File: src/rtl/alu_pkg.sv
// ---------------------------------------------------------------------------
// alu_pkg
// Definitions shared by alu_4bit, its BIST controller and the bench:
//   alu_op_e      - ALU opcode encoding (add, sub, and, or, xor)
//   bist_state_e  - BIST controller FSM states
//   alu_expected  - golden 5-bit {carry,result} for one ALU operation
//   fold_opcode   - folds a raw 3-bit value onto the five legal opcodes
// ---------------------------------------------------------------------------
package alu_pkg;

  typedef enum logic [2:0] {
    OP_ADD = 3'd0,
    OP_SUB = 3'd1,
    OP_AND = 3'd2,
    OP_OR  = 3'd3,
    OP_XOR = 3'd4
  } alu_op_e;

  typedef enum logic [2:0] {
    IDLE,
    DRIVE,
    SETTLE,
    CHECK,
    DONE
  } bist_state_e;

  // Sub is done in 5 bits so bit 4 comes out as the borrow.
  function automatic logic [4:0] alu_expected(input logic [3:0] a,
                                              input logic [3:0] b,
                                              input alu_op_e    op);
    logic [4:0] r;
    r = 5'h00;
    case (op)
      OP_ADD:  r = {1'b0, a} + {1'b0, b};
      OP_SUB:  r = {1'b0, a} - {1'b0, b};
      OP_AND:  r = {1'b0, a & b};
      OP_OR:   r = {1'b0, a | b};
      OP_XOR:  r = {1'b0, a ^ b};
      default: r = 5'h00;
    endcase
    return r;
  endfunction

  // Values 5..7 wrap back onto 0..2 so every vector uses a legal opcode.
  function automatic logic [2:0] fold_opcode(input logic [2:0] raw);
    return (raw >= 3'd5) ? raw - 3'd5 : raw;
  endfunction

endpackage

File: src/rtl/alu_bist_lfsr.sv
// ---------------------------------------------------------------------------
// alu_bist_lfsr
// 16-bit Fibonacci LFSR, polynomial x^16+x^14+x^13+x^11+1.
// The feedback bit l[15]^l[13]^l[12]^l[10] is shifted into bit 0.
// Ports:
//   clk    in   clock, all state on rising edge
//   rst_n  in   synchronous active-low reset (clears q)
//   load   in   load q from seed (wins over step)
//   seed   in   16-bit load value
//   step   in   advance one step
//   q      out  current register state
// ---------------------------------------------------------------------------
module alu_bist_lfsr (
  input  logic        clk,
  input  logic        rst_n,
  input  logic        load,
  input  logic [15:0] seed,
  input  logic        step,
  output logic [15:0] q
);

  // NOTE: clocked state uses non-blocking (<=) so every register samples
  // pre-edge values; the reset is synchronous, so it lives inside the
  // clocked branch instead of in the sensitivity list.
  always_ff @(posedge clk) begin
    if (!rst_n) begin
      q <= '0;
    end else if (load) begin
      q <= seed;
    end else if (step) begin
      q <= {q[14:0], q[15] ^ q[13] ^ q[12] ^ q[10]};
    end
  end

endmodule

File: src/rtl/alu_bist_ctrl.sv
// ---------------------------------------------------------------------------
// alu_bist_ctrl
// Built-in self-test initiator for the combinational alu_4bit. Each vector
// is taken from an LFSR, registered onto the ALU inputs, allowed to settle,
// and the ALU's {carry,result} is compared with alu_expected().
// Parameters:
//   NUM_VECTORS    vectors per run, 1..255
//   SETTLE_CYCLES  idle cycles between drive and check, 0..15
//   LFSR_SEED      LFSR load value on start (0 is replaced by 16'h0001)
// Ports:
//   clk, rst_n       clock and synchronous active-low reset
//   start            level-sampled in IDLE/DONE, begins a run
//   alu_a/b/opcode   registered ALU stimulus
//   alu_result/carry ALU response
//   busy             high from DRIVE of vector 0 through the last CHECK
//   done             high in DONE until the next start or reset
//   pass_cnt/fail_cnt saturating per-run vector counts
//   fail_seen        at least one failure this run
//   first_fail       {opcode,A,B,got[4:0]} of the first failing vector
// ---------------------------------------------------------------------------
module alu_bist_ctrl
  import alu_pkg::*;
#(
  parameter int          NUM_VECTORS   = 20,
  parameter int          SETTLE_CYCLES = 1,
  parameter logic [15:0] LFSR_SEED     = 16'hACE1
) (
  input  logic        clk,
  input  logic        rst_n,
  input  logic        start,
  output logic [3:0]  alu_a,
  output logic [3:0]  alu_b,
  output logic [2:0]  alu_opcode,
  input  logic [3:0]  alu_result,
  input  logic        alu_carry,
  output logic        busy,
  output logic        done,
  output logic [7:0]  pass_cnt,
  output logic [7:0]  fail_cnt,
  output logic        fail_seen,
  output logic [15:0] first_fail
);

  localparam logic [7:0]  VEC_LAST    = 8'(NUM_VECTORS - 1);
  localparam logic [3:0]  SETTLE_LAST = (SETTLE_CYCLES == 0) ? 4'd0
                                                             : 4'(SETTLE_CYCLES - 1);
  // An all-zero seed would lock the LFSR at zero.
  localparam logic [15:0] SEED_EFF    = (LFSR_SEED == 16'h0000) ? 16'h0001 : LFSR_SEED;

  bist_state_e state_q, state_d;
  logic        do_load, do_drive, do_check;
  logic [15:0] lfsr_q;
  logic [7:0]  vec_cnt;
  logic [3:0]  settle_cnt;
  logic        last_vec;
  logic [4:0]  got, expected;
  logic        lfsr_unused;

  alu_bist_lfsr u_lfsr (
    .clk   (clk),
    .rst_n (rst_n),
    .load  (do_load),
    .seed  (SEED_EFF),
    .step  (do_drive),
    .q     (lfsr_q)
  );

  // Only bits [10:0] feed the vector; the upper bits only feed back.
  assign lfsr_unused = ^lfsr_q[15:11];

  assign last_vec = (vec_cnt == VEC_LAST);
  assign got      = {alu_carry, alu_result};
  assign expected = alu_expected(alu_a, alu_b, alu_op_e'(alu_opcode));
  assign busy     = (state_q == DRIVE) || (state_q == SETTLE) || (state_q == CHECK);
  assign done     = (state_q == DONE);

  always_ff @(posedge clk) begin
    if (!rst_n) begin
      state_q <= IDLE;
    end else begin
      state_q <= state_d;
    end
  end

  // NOTE: every signal written here gets a default first, so no path can
  // leave one unassigned and infer a latch.
  always_comb begin
    state_d  = state_q;
    do_load  = 1'b0;
    do_drive = 1'b0;
    do_check = 1'b0;
    unique case (state_q)
      IDLE, DONE: begin
        if (start) begin
          do_load = 1'b1;
          state_d = DRIVE;
        end
      end
      DRIVE: begin
        do_drive = 1'b1;
        state_d  = (SETTLE_CYCLES == 0) ? CHECK : SETTLE;
      end
      SETTLE: begin
        if (settle_cnt == SETTLE_LAST) begin
          state_d = CHECK;
        end
      end
      CHECK: begin
        do_check = 1'b1;
        state_d  = last_vec ? DONE : DRIVE;
      end
      default: state_d = IDLE;
    endcase
  end

  always_ff @(posedge clk) begin
    if (!rst_n) begin
      settle_cnt <= '0;
    end else if (do_drive) begin
      settle_cnt <= '0;
    end else if (state_q == SETTLE) begin
      settle_cnt <= settle_cnt + 4'd1;
    end
  end

  always_ff @(posedge clk) begin
    if (!rst_n) begin
      alu_a      <= '0;
      alu_b      <= '0;
      alu_opcode <= '0;
      vec_cnt    <= '0;
      pass_cnt   <= '0;
      fail_cnt   <= '0;
      fail_seen  <= 1'b0;
      first_fail <= '0;
    end else begin
      if (do_load) begin
        vec_cnt    <= '0;
        pass_cnt   <= '0;
        fail_cnt   <= '0;
        fail_seen  <= 1'b0;
        first_fail <= '0;
      end
      // The ALU inputs are held from here until the next DRIVE, so the
      // response is stable through SETTLE and CHECK.
      if (do_drive) begin
        alu_a      <= lfsr_q[3:0];
        alu_b      <= lfsr_q[7:4];
        alu_opcode <= fold_opcode(lfsr_q[10:8]);
      end
      if (do_check) begin
        if (got == expected) begin
          if (pass_cnt != 8'hFF) pass_cnt <= pass_cnt + 8'd1;
        end else begin
          if (fail_cnt != 8'hFF) fail_cnt <= fail_cnt + 8'd1;
          if (!fail_seen) begin
            first_fail <= {alu_opcode, alu_a, alu_b, got};
            fail_seen  <= 1'b1;
          end
        end
        if (!last_vec) vec_cnt <= vec_cnt + 8'd1;
      end
    end
  end

endmodule

File: config.mk
export PLATFORM = sky130hd
export DESIGN_NAME = alu_bist_ctrl
export DESIGN_NICKNAME = d
export VERILOG_FILES = /design/src/rtl/alu_pkg.sv /design/src/rtl/alu_bist_lfsr.sv /design/src/rtl/alu_bist_ctrl.sv
export SDC_FILE = /design/constraint.sdc
export NUM_CORES = 1
export LEC_CHECK = 0
export ABC_AREA = 1
export CORE_MARGIN = 4
export CORE_UTILIZATION = 35
export CTS_BUF_LIST = sky130_fd_sc_hd__clkbuf_4 sky130_fd_sc_hd__clkbuf_8 sky130_fd_sc_hd__clkbuf_16
export DETAILED_ROUTE_END_ITERATION = 8
export HOLD_SLACK_MARGIN = 0.02
export SETUP_SLACK_MARGIN = 0.1
export SLEW_MARGIN = 20
export SYNTH_ARGS = -nofsm -noshare
export SYNTH_HDL_FRONTEND = slang
export SYNTH_SLANG_ARGS = --single-unit
File: constraint.sdc
create_clock -name clk -period 3.75 [get_ports clk]
set_clock_uncertainty 0.05 [all_clocks]
set_input_delay 0.75 -clock clk [delete_from_list [all_inputs] [get_ports clk]]
set_output_delay 0.75 -clock clk [all_outputs]
set_load 0.005 [all_outputs]
==> results of run 1 <==
[how the worst min path moves through the flow]
| stage | slack, ns | endpoint | cells past startpoint |
|---|---|---|---|
| floorplan | 0.39 | u_lfsr.q[14]$_SDFFE_PP0N_ | 2 |
| global placement | 0.40 | u_lfsr.q[1]$_SDFFE_PP0N_ | 2 |
| detailed placement | 0.41 | u_lfsr.q[2]$_SDFFE_PP0N_ | 2 |
| CTS | 0.42 | u_lfsr.q[14]$_SDFFE_PP0N_ | 2 |
| global route | 0.44 | u_lfsr.q[4]$_SDFFE_PP0N_ | 2 |
| finish | 0.42 | u_lfsr.q[14]$_SDFFE_PP0N_ | 2 |
[cell usage in the layout, fill, tap and decap left out, types with 3 or more instances in the layout]
cell	instances
sky130_fd_sc_hd__xnor2_1	3
sky130_fd_sc_hd__xor2_1	12
sky130_fd_sc_hd__a211oi_1	5
sky130_fd_sc_hd__clkdlybuf4s50_1	53
sky130_fd_sc_hd__clkbuf_16	9
sky130_fd_sc_hd__o21ai_1	7
sky130_fd_sc_hd__nand4_1	16
sky130_fd_sc_hd__dfxtp_1	75
sky130_fd_sc_hd__o21ai_0	16
sky130_fd_sc_hd__a21oi_1	33
sky130_fd_sc_hd__nor3_1	7
sky130_fd_sc_hd__nand2_1	175
sky130_fd_sc_hd__ha_1	20
sky130_fd_sc_hd__nor2_2	3
sky130_fd_sc_hd__o22ai_1	7
sky130_fd_sc_hd__nand3_1	37
sky130_fd_sc_hd__nand2_2	4
sky130_fd_sc_hd__nor2_1	84
sky130_fd_sc_hd__nor4_1	3
sky130_fd_sc_hd__buf_4	7
sky130_fd_sc_hd__inv_2	5
sky130_fd_sc_hd__inv_1	69
[critical path: stages, from the launching register on]
cell and delay (ns):
sky130_fd_sc_hd__dfxtp_1 0.62, sky130_fd_sc_hd__inv_2 0.16, sky130_fd_sc_hd__nand3_1 0.20, sky130_fd_sc_hd__nor2_1 0.06
sky130_fd_sc_hd__a21oi_1 0.26, sky130_fd_sc_hd__fa_1 0.46, sky130_fd_sc_hd__nand2_1 0.08, sky130_fd_sc_hd__nand2_1 0.07
sky130_fd_sc_hd__o21ai_1 0.13, sky130_fd_sc_hd__nand2_1 0.08, sky130_fd_sc_hd__nand2_1 0.06, sky130_fd_sc_hd__nor2_1 0.05
sky130_fd_sc_hd__nand2_2 0.20, sky130_fd_sc_hd__nand3_2 0.37, sky130_fd_sc_hd__nor2_1 0.23, sky130_fd_sc_hd__nor2_1 0.06
[cells in the mapped netlist (2+ instances only)]
library cell / n
sky130_fd_sc_hd__o21ai_0: 16
sky130_fd_sc_hd__nor3_1: 7
sky130_fd_sc_hd__inv_1: 69
sky130_fd_sc_hd__nand3_1: 37
sky130_fd_sc_hd__a211oi_1: 5
sky130_fd_sc_hd__nor2_2: 3
sky130_fd_sc_hd__dfxtp_1: 75
sky130_fd_sc_hd__o22ai_1: 7
sky130_fd_sc_hd__nor4_1: 3
sky130_fd_sc_hd__xor2_1: 12
sky130_fd_sc_hd__buf_6: 4
sky130_fd_sc_hd__nand2_1: 175
sky130_fd_sc_hd__o41ai_1: 2
sky130_fd_sc_hd__clkbuf_1: 14
sky130_fd_sc_hd__xnor2_1: 3
sky130_fd_sc_hd__nand3_2: 2
sky130_fd_sc_hd__o221ai_1: 2
sky130_fd_sc_hd__nand4_1: 16
sky130_fd_sc_hd__nand2_2: 4
sky130_fd_sc_hd__nor2_1: 84
sky130_fd_sc_hd__inv_2: 5
sky130_fd_sc_hd__o31ai_1: 2
sky130_fd_sc_hd__clkinv_1: 2
sky130_fd_sc_hd__o21ai_1: 7
sky130_fd_sc_hd__ha_1: 20
sky130_fd_sc_hd__a21oi_1: 33
sky130_fd_sc_hd__buf_4: 2
[per-stage QoR]
step / total power [W] / instances / utilization
2_1_floorplan: 0.001283 / 622 / -
3_3_place_gp: 0.001452 / 803 / 0.4163
3_5_place_dp: 0.001458 / 803 / 0.4163
4_1_cts: 0.002343 / 819 / 0.4426
5_1_grt: 0.002456 / 819 / 0.4426
6_report: 0.002322 / 819 / 0.4426
[cell families (layout without fill, tap and decap cells)]
kind of cell	Yosys count	after routing	synth area share
AO/OA/AOI/OAI	77	77	0.1049
XOR/XNOR	15	15	0.03148
adder cells (fa/ha/maj)	21	21	0.06475
buffers and inverters	98	152	0.09742
flip-flops	75	75	0.3597
AND/OR/NAND/NOR	336	336	0.3417
[sequential cells by signal (all words and copies together) (netlist names)]
signal      flops
vec_cnt         8
state_q         3
settle_cnt      4
pass_cnt        8
fail_cnt        8
fail_seen       1
u_lfsr.q       16
alu_b           4
alu_opcode      3
alu_a           4
first_fail     16
[power by group]
part           leakage (nW)  switching, W  total [W]  internal, W
sequential            0.608     0.0000537   0.000908     0.000854
combinational          1.49      0.000334   0.000534     0.000200
clock                 0.146      0.000332   0.000879     0.000547
[area by class of cell]
type	instances	area [um2]
flip-flops and latches	75	1501
fillers	1130	6446
repair buffers	60	583.1
clock buffers	12	254.0
multi-input cells	449	2266
inverters	76	285.3
clock inverters	4	50.05
well taps	143	178.9
[layer usage]
| metal | track usage | part of all wire | up-vias |
|---|---|---|---|
| li1 | - | - | 2100 |
| met1 | 0.2079 | 0.46 | 1830 |
| met2 | 0.2787 | 0.48 | 66 |
| met3 | 0.03548 | 0.037 | 19 |
| met4 | 0.05199 | 0.021 | 0 |
| met5 | 0 | 0 | - |
==> impl_results.md, run 1 <==
* Status: complete, no violations
* Leftover overflow at the end of global routing at 0
* Reg-to-Reg Start: alu_opcode[2]$_SDFFE_PN0N_
* DRT Pass-1 Iters at 4
* Part of the Yosys area used for sequential elements at 0.3597
* Signal arrival time at the worst endpoint at 3.43 ns
* Area grow syn2layout at 22.63%
* Tot GR Track Use at 0.1642
* Count of routing violations after the opening detailed-route iteration at 201
* RSZ-0062 raised after global routing: false
* Worst setup slack after layout at 0.4947 ns
* Cell types occupying the most area after synthesis: sky130_fd_sc_hd__dfxtp_1 36%, sky130_fd_sc_hd__nand2_1 16%, sky130_fd_sc_hd__nor2_1 7.6%, sky130_fd_sc_hd__inv_1 6.2%, sky130_fd_sc_hd__ha_1 6.0%
* Post-Syn Nets at 651
* Startpoint class of the critical path: register
* Number of endpoints failing setup at the final stage at 0
* Final critical-path required period at 3.255 ns
* Final non-filler cell area at 5119 um2
* Critical Path Start: alu_opcode[2]$_SDFFE_PN0N_
* Final antenna diode count at 0
* Number of levels the H-tree was split into at 3
* Ratio of final minimum period to clock period at 0.8681
* Endpoint of the worst-slack reg-to-reg timing path: first_fail[1]$_SDFF_PN0_
* IO Port Bufs at 53
* Number of unique standard cell types used by synthesis at 38
* PD cells at 453.6 nW/um2
* Clock tree sinks at 75
* Average footprint of a synthesized cell at 6.711 um2
* Fmax at 307.2 MHz
* Sort of element at the end of the critical path: register
* Rows at 39
* Kind of critical path: reg -> reg
* DP Worst Slack at 0.5275 ns
* Root buffer cell: sky130_fd_sc_hd__clkbuf_16
* Total wire length after detailed routing at 10.79 mm
* Core Box Area at 11560 um2
* Overall via count from detail_route at 4015
* Total clock buffers created by CTS at 9
* Die extent in x at 117.2 um
* Reg2Reg Setup Slack at 0.49 ns
* Average routed wire per standard cell at 13.17 um
* # Max-Cap Violations at 0
* Data required time of the critical path at 3.92 ns
* Headroom to the max-slew limit at 0.5959
* HP Class: reg -> reg
* Initial antenna violation count at 0
* Remaining routing DRC violations at 0
* Ys async rst share at 0
* Area of placed instances at 4815 um2
* Number of antenna-violating nets in the routed design at 0
* TNS Setup at 0 ns
* Final layout net count at 700
* Post-detail-place hpwl at 7.878 mm
* Weighted congestion reported at the end of routability-driven placement at 0.9354
* Buffer levels on the longest clock path at 2
* Dominant register cell in the synthesized netlist: sky130_fd_sc_hd__dfxtp_1
* PostCTS Resize Cnt at 0
* Initial core utilization at 0.3609
* Y dimension of the die at 117.2 um
* Number of enable-type register cells in the synthesized netlist at 0
* Total count of max-transition violations in the final report at 0
* Largest net degree at the start of global routing at 34
* Vias per cell at 4.902
* Number of buffers inserted by hold repair at cts at 0
* Final Hold Viols at 0
* Worst hold margin at 0.4159 ns
* First-pass GRT wire length at 17.81 mm
* VDD IR max at 0.1728 mV
* Number of global-route vias before repair at 3734
* Die ar. at 13740 um2
* Worst setup path endpoint: first_fail[1]$_SDFF_PN0_
* Tightest Pin Transition at 0.6047 ns
* Top-area cell type share of the netlist area at 0.3597
* Min-delay src: u_lfsr.q[14]$_SDFFE_PP0N_
* Layout cell share with drive strength beyond 1 at 0.06065
* Length in cells of the worst reg-to-reg path at 15
* P_leak at 2.244 nW
* Latest clock arrival within the worst-skew pair at 0.34 ns
* TritonCTS clock tree: built
* Syn. warnings at 0
* Setup Buffers After CTS at 0
* Cell area after synthesis at 4174 um2
* Maximum fanout along the worst path at 21
* Total of flip-flops plus latches after synthesis at 75
* Register clock-pin slew on the reported worst setup and hold paths at 0.06 ns
* Number of instances in the synthesized netlist at 622
* Boundary Pins at 54
* Cell type with the highest aggregate area in the netlist: sky130_fd_sc_hd__dfxtp_1
No activity file was read; power rests on OpenSTA's default activity.
==> inputs of run 2 (changes only) <==
--- a/config.mk
+++ b/config.mk
@@ -7,10 +7,10 @@
 export LEC_CHECK = 0
 export ABC_AREA = 1
 export CORE_MARGIN = 4
-export CORE_UTILIZATION = 35
+export CORE_UTILIZATION = 59
 export CTS_BUF_LIST = sky130_fd_sc_hd__clkbuf_4 sky130_fd_sc_hd__clkbuf_8 sky130_fd_sc_hd__clkbuf_16
 export DETAILED_ROUTE_END_ITERATION = 8
-export HOLD_SLACK_MARGIN = 0.02
+export PLACE_DENSITY = 0.84
 export SETUP_SLACK_MARGIN = 0.1
 export SLEW_MARGIN = 20
 export SYNTH_ARGS = -nofsm -noshare
==> run 2 against run 1 <==
  * Clock power fell by 19%
  * Via count rose by 2.2%
  * Count of clock-buffer cells in the layout fell by 1
  * Largest power group unchanged
  * Setup slack improved by 0.040 ns
  * Sequential cell count did not move
  * Die area fell by 38%
  * Largest cell class unchanged
  * Fmax rose by 1.2%
==> impl_results.md, run 2 (same netlist as run 1, synthesis figures left out) <==
* Average routed wire per standard cell at 13.62 um
* Remaining routing DRC violations at 0
* Reg2Reg Setup Slack at 0.53 ns
* Tightest Pin Transition at 0.5959 ns
* Number of levels the H-tree was split into at 3
* Post-layout utilization of the core at 0.7291
* Register clock-pin slew on the reported worst setup and hold paths at 0.08 ns
* First-pass GRT wire length at 17.06 mm
* DRT Pass-1 Iters at 5
* VDD IR max at 0.2642 mV
* TNS Setup at 0 ns
* Total wire length after detailed routing at 10.50 mm
* Initial antenna violation count at 0
* Most used cells in the layout excluding fill and tap cells: 175 x sky130_fd_sc_hd__nand2_1, 84 x sky130_fd_sc_hd__nor2_1, 75 x sky130_fd_sc_hd__dfxtp_1
* Area grow syn2layout at 19.33%
* Setup Buffers After CTS at 0
* PD cells at 433.0 nW/um2
* Critical Path Start: alu_opcode[2]$_SDFFE_PN0N_
* IO Port Bufs at 53
* Ratio of final minimum period to clock period at 0.8575
* Vias per cell at 5.322
* Die ar. at 8484 um2
* Root buffer cell: sky130_fd_sc_hd__clkbuf_8
* Most frequent standard cell in the layout excluding fill and tap cells: sky130_fd_sc_hd__nand2_1
* Weighted congestion reported at the end of routability-driven placement at 0.9859
* Number of global-route vias before repair at 3715
* Length in cells of the worst reg-to-reg path at 16
* Signal arrival time at the worst endpoint at 3.45 ns
* Startpoint class of the critical path: register
* Final antenna diode count at 0
* Leftover overflow at the end of global routing at 0
* Maximum fanout along the worst path at 21
* Post-detail-place hpwl at 7.520 mm
* Fmax at 311.0 MHz
* Tot GR Track Use at 0.2467
* Headroom to the max-slew limit at 0.6018
* Boundary Pins at 54
* Final layout net count at 700
* Min-delay src: u_lfsr.q[11]$_SDFFE_PN0P_
* Clock network fraction of design power at 0.329
* Fillers at 570
* Flop pwr share at 0.420
* Latest clock arrival within the worst-skew pair at 0.35 ns
* Overall via count from detail_route at 4103
* Rows at 30
* Endpoint of the worst-slack reg-to-reg timing path: first_fail[4]$_SDFF_PN0_
* RSZ-0062 raised after global routing: false
* Number of antenna-violating nets in the routed design at 0
* Data required time of the critical path at 3.99 ns
* Number of buffers inserted by hold repair at cts at 0
* Final critical-path required period at 3.216 ns
* Top Registers: first_fail x16, u_lfsr.q x16
* Internal power at 0.001462 W
* # Max-Cap Violations at 0
* Status: complete, no violations
* Initial core utilization at 0.6110
* Kind of critical path: reg -> reg
* Layout cell share with drive strength beyond 1 at 0.05926
* Buffer levels on the longest clock path at 2
* Logic pwr share at 0.250
* Switching power of the nets at 0.0006949 W
* Largest net degree at the start of global routing at 35
* Count of routing violations after the opening detailed-route iteration at 216
* Switching power share of the total at 0.3222
* Total clock buffers created by CTS at 9
* TritonCTS clock tree: built
* Total count of max-transition violations in the final report at 0
* Number of endpoints failing setup at the final stage at 0
* Clock tree sinks at 75
* HP Class: reg -> reg
* P_leak at 2.213 nW
* PostCTS Resize Cnt at 0
* Sort of element at the end of the critical path: register
* Worst setup path endpoint: first_fail[4]$_SDFF_PN0_
* Die extent in x at 92.11 um
* Y dimension of the die at 92.11 um
* Final Hold Viols at 0
* Core Box Area at 6832 um2
* Reg-to-Reg Start: alu_opcode[2]$_SDFFE_PN0N_
[run 2: cell types whose count changed in the layout (fill, tap and decap cells not counted)]
| cell | change |
|---|---|
| sky130_fd_sc_hd__clkbuf_16 | -9 |
| sky130_fd_sc_hd__clkbuf_4 | -2 |
| sky130_fd_sc_hd__clkinv_4 | +1 |
| sky130_fd_sc_hd__bufinv_16 | +1 |
| sky130_fd_sc_hd__clkinvlp_4 | -2 |
| sky130_fd_sc_hd__clkbuf_8 | +10 |
[run 2: area by class of cell]
type	instances	area [um2]	share of cell area
Clock inverter	4	73.82	0.01482
Timing Repair Buffer	60	583.1	0.1171
Inverter	76	285.3	0.05727
Sequential cell	75	1501	0.3014
Tap cell	96	120.1	0.02411
Multi-Input combinational cell	449	2266	0.4549
Clock buffer	11	151.4	0.03039
[run 2: power by group through the flow]
| stage | registers [W] | logic (W) | clock network [W] |
|---|---|---|---|
| CTS | 0.000905 | 0.000534 | 0.000717 |
| detailed placement | 0.000924 | 0.000529 | 0 |
| global placement | 0.000920 | 0.000514 | 0 |
| floorplan | 0.000910 | 0.000373 | 0 |
| global route | 0.000913 | 0.000603 | 0.000756 |
| finish | 0.000906 | 0.000540 | 0.000710 |
[run 2: worst min path at each step]
| stage | end | slack [ns] | cells after the start |
|---|---|---|---|
| after global placement | u_lfsr.q[1]$_SDFFE_PP0N_ | 0.40 | 2 |
| after floorplan | u_lfsr.q[14]$_SDFFE_PP0N_ | 0.39 | 2 |
| after detailed placement | u_lfsr.q[2]$_SDFFE_PP0N_ | 0.40 | 2 |
| final | u_lfsr.q[12]$_SDFFE_PP0N_ | 0.42 | 2 |
| after global routing | u_lfsr.q[4]$_SDFFE_PP0N_ | 0.44 | 2 |
| after CTS | u_lfsr.q[2]$_SDFFE_PP0N_ | 0.42 | 2 |
[run 2: per-stage QoR]
step | hold WS (ns) | worst slack, ns | cell area (um2) | std cells | power (W)
after detailed placement | 0.4041 | 0.6143 | 4756 | 756 | 0.001453
after global placement | 0.3967 | 0.6732 | 4756 | 756 | 0.001435
after global routing | 0.4432 | 0.1864 | 4981 | 771 | 0.002271
after floorplan | 0.3910 | 1.246 | 4174 | 622 | 0.001283
after CTS | 0.4179 | 0.5786 | 4981 | 771 | 0.002157
final | 0.4197 | 0.5345 | 4981 | 771 | 0.002157
[run 2: metal layers]
layer  routed length, um  part of all wire  up-vias  track usage
met5                   0                 0        -            0
met4                 322             0.031        0       0.1213
met3                 471             0.045       30      0.03527
met2                5033              0.48      101       0.4167
met1                4675              0.45     1881       0.3071
li1                    -                 -     2091            -
[run 2: worst max-delay path: stages, from the launching register on]
cell and delay, ns:
sky130_fd_sc_hd__dfxtp_1 0.60, sky130_fd_sc_hd__inv_2 0.15, sky130_fd_sc_hd__nand3_1 0.20, sky130_fd_sc_hd__nor2_1 0.07, sky130_fd_sc_hd__a21oi_1 0.26, sky130_fd_sc_hd__fa_1 0.47, sky130_fd_sc_hd__nand2_1 0.08, sky130_fd_sc_hd__nand2_1 0.06
sky130_fd_sc_hd__o21ai_1 0.13, sky130_fd_sc_hd__nand2_1 0.08, sky130_fd_sc_hd__nand2_1 0.06, sky130_fd_sc_hd__nor2_1 0.04, sky130_fd_sc_hd__nand2_2 0.21, sky130_fd_sc_hd__nand3_2 0.37, sky130_fd_sc_hd__nand2_1 0.16, sky130_fd_sc_hd__nand2_1 0.06
sky130_fd_sc_hd__nor2_1 0.11
==> inputs of run 3 (changes only) <==
--- a/config.mk
+++ b/config.mk
@@ -6,11 +6,11 @@
 export NUM_CORES = 1
 export LEC_CHECK = 0
 export ABC_AREA = 1
+export CORE_ASPECT_RATIO = 0.9
 export CORE_MARGIN = 4
-export CORE_UTILIZATION = 59
+export CORE_UTILIZATION = 30
 export CTS_BUF_LIST = sky130_fd_sc_hd__clkbuf_4 sky130_fd_sc_hd__clkbuf_8 sky130_fd_sc_hd__clkbuf_16
 export DETAILED_ROUTE_END_ITERATION = 8
-export PLACE_DENSITY = 0.84
 export SETUP_SLACK_MARGIN = 0.1
 export SLEW_MARGIN = 20
 export SYNTH_ARGS = -nofsm -noshare
==> run 3 against run 2 <==
  * Via count is 2.5% lower
  * Power up 10%
  * Critical path type unchanged
  * Fmax grew 2.0%
  * Final cell count is 9.9% higher
  * Critical endpoint is now first_fail[9]$_SDFF_PN0_
==> impl_results.md, run 3 (same netlist as run 1, synthesis figures left out) <==
* Signal arrival time at the worst endpoint at 3.32 ns
* Most used cells in the layout excluding fill and tap cells: 175 x sky130_fd_sc_hd__nand2_1, 84 x sky130_fd_sc_hd__nor2_1, 75 x sky130_fd_sc_hd__dfxtp_1
* PostCTS Resize Cnt at 0
* Buffer levels on the longest clock path at 2
* Rows at 40
* Length in cells of the worst reg-to-reg path at 18
* Initial antenna violation count at 0
* Final non-filler cell area at 5191 um2
* TritonCTS clock tree: built
* Vias per cell at 4.724
* Register clock-pin slew on the reported worst setup and hold paths at 0.06 ns
* DRT Pass-1 Iters at 5
* Crit path top cell by count: sky130_fd_sc_hd__nand2_1
* Average routed wire per standard cell at 13.02 um
* HP Class: reg -> reg
* VDD IR max at 0.2680 mV
* Headroom to the max-slew limit at 0.6232
* Die ar. at 15870 um2
* Standard cell with the maximum stage delay on the critical path: sky130_fd_sc_hd__dfxtp_1
* Weighted congestion reported at the end of routability-driven placement at 0.9313
* Overall via count from detail_route at 4001
* Post-detail-place hpwl at 8.315 mm
* Total area of multi-input combinational cells at 2266 um2
* Logic depth of the worst path, buffers included at 18
* Total count of max-transition violations in the final report at 0
* Stage delay of the slowest cell on the critical path at 0.48 ns
* TNS Setup at 0 ns
* Die extent in x at 132.3 um
* Startpoint class of the critical path: register
* Layout cell share with drive strength beyond 1 at 0.06480
* Root buffer cell: sky130_fd_sc_hd__clkbuf_16
* Sort of element at the end of the critical path: register
* Number of antenna-violating nets in the routed design at 0
* Number of endpoints failing setup at the final stage at 0
* Data required time of the critical path at 3.92 ns
* Tot GR Track Use at 0.1415
* Number of buffers inserted by hold repair at cts at 0
* Maximum fanout along the worst path at 21
* Y dimension of the die at 119.9 um
* Latest clock arrival within the worst-skew pair at 0.33 ns
* Final Hold Viols at 0
* Status: complete, no violations
* P_leak at 2.270 nW
* Leftover overflow at the end of global routing at 0
* Most frequent standard cell in the layout excluding fill and tap cells: sky130_fd_sc_hd__nand2_1
* Crit-path leading delay family: simple AND/OR/NAND/NOR gates
* Setup Buffers After CTS at 0
* Core Box Area at 13460 um2
* Buffer and inverter count on the worst path at 2
* Remaining routing DRC violations at 0
* Top Registers: first_fail x16, u_lfsr.q x16
* Initial core utilization at 0.3100
* Final antenna diode count at 0
* Count of routing violations after the opening detailed-route iteration at 308
* Area occupied by registers at 1501 um2
* IO Port Bufs at 53
* Kind of critical path: reg -> reg
* Hold Crit Depth at 2
* Area grow syn2layout at 24.37%
* Number of global-route vias before repair at 3760
* # Max-Cap Violations at 0
* Final layout net count at 703
* Area of placed instances at 4868 um2
* First-pass GRT wire length at 18.64 mm
* Boundary Pins at 54
* Fmax at 317.3 MHz
* Final critical-path required period at 3.152 ns
* PD cells at 458.9 nW/um2
* Clock tree sinks at 75
* Ratio of final minimum period to clock period at 0.8404
* Total clock buffers created by CTS at 9
* RSZ-0062 raised after global routing: false
* Total wire length after detailed routing at 11.02 mm
* Crit-path cells: inv_1 -> ha_1 -> inv_1 -> nand2_1 -> xor2_1 -> ha_1 -> a21oi_1 -> nand2_1 -> nand2_1 -> nand3_1 -> nand2_1 -> nand2_1 -> nand2_1 -> nor2_1 -> nand2_2 -> nand3_2 -> nor2_1 -> nor2_1
* Largest net degree at the start of global routing at 34
* Number of levels the H-tree was split into at 3
* Tightest Pin Transition at 0.5638 ns
* Fillers at 1375
## run 3: changes by cell type in the layout (fill, tap and decap cells not counted)
cell	previous run	this run
sky130_fd_sc_hd__clkbuf_8	11	0
sky130_fd_sc_hd__clkbuf_16	0	9
sky130_fd_sc_hd__buf_4	7	10
sky130_fd_sc_hd__clkbuf_4	0	1
sky130_fd_sc_hd__clkinv_4	1	2
sky130_fd_sc_hd__clkinvlp_4	0	1
## run 3: layout make-up
| type | instances | share of cell area |
|---|---|---|
| repair buffers | 63 | 0.1167 |
| inverters | 76 | 0.05495 |
| multi-input cells | 449 | 0.4365 |
| well taps | 168 | 0.04049 |
| clock inverters | 6 | 0.01735 |
| clock buffers | 10 | 0.04483 |
| flip-flops and latches | 75 | 0.2892 |
## run 3: through the flow
stage / instances / total power [W] / util / setup WS [ns] / hold WS [ns]
2_1_floorplan: 622 / 0.001283 / - / 1.246 / 0.3910
6_report: 847 / 0.002382 / 0.3856 / 0.5985 / 0.4124
4_1_cts: 847 / 0.002406 / 0.3856 / 0.6121 / 0.4117
3_3_place_gp: 831 / 0.001455 / 0.3616 / 0.7107 / 0.3998
5_1_grt: 847 / 0.002524 / 0.3856 / 0.2636 / 0.4375
3_5_place_dp: 831 / 0.001469 / 0.3616 / 0.6227 / 0.4021
## run 3: worst paths after layout
kind / from / endpoint / slack (ns)
min: u_lfsr.q[14]$_SDFFE_PP0N_ / u_lfsr.q[14]$_SDFFE_PP0N_ / 0.41
min reg2reg: u_lfsr.q[14]$_SDFFE_PP0N_ / u_lfsr.q[14]$_SDFFE_PP0N_ / 0.41
max: alu_b[0]$_SDFFE_PN0N_ / first_fail[9]$_SDFF_PN0_ / 0.60
max reg2reg: alu_b[0]$_SDFFE_PN0N_ / first_fail[9]$_SDFF_PN0_ / 0.60
## run 3: per-layer routing
metal | GRT usage | up-vias | wire (um)
met2 | 0.2350 | 77 | 5115
met5 | 0 | - | 0
met4 | 0.04481 | 0 | 157
li1 | - | 2108 | -
met1 | 0.1843 | 1800 | 5263
met3 | 0.02976 | 16 | 487
## run 3: power by group
part | switching [W] | total [W] | internal (W)
Combinational | 0.000343 | 0.000546 | 0.000203
Clock | 0.000341 | 0.000932 | 0.000591
Sequential | 0.0000501 | 0.000904 | 0.000854
## run 3: worst register-to-register path, stage by stage, from the launching register on
cell,delay (ns)
sky130_fd_sc_hd__dfxtp_1,0.48
sky130_fd_sc_hd__inv_1,0.15
sky130_fd_sc_hd__ha_1,0.25
sky130_fd_sc_hd__inv_1,0.06
sky130_fd_sc_hd__nand2_1,0.06
sky130_fd_sc_hd__xor2_1,0.15
sky130_fd_sc_hd__ha_1,0.34
sky130_fd_sc_hd__a21oi_1,0.21
sky130_fd_sc_hd__nand2_1,0.07
sky130_fd_sc_hd__nand2_1,0.06
sky130_fd_sc_hd__nand3_1,0.09
sky130_fd_sc_hd__nand2_1,0.07
sky130_fd_sc_hd__nand2_1,0.06
sky130_fd_sc_hd__nand2_1,0.06
sky130_fd_sc_hd__nor2_1,0.05
sky130_fd_sc_hd__nand2_2,0.20
sky130_fd_sc_hd__nand3_2,0.38
sky130_fd_sc_hd__nor2_1,0.21
sky130_fd_sc_hd__nor2_1,0.07
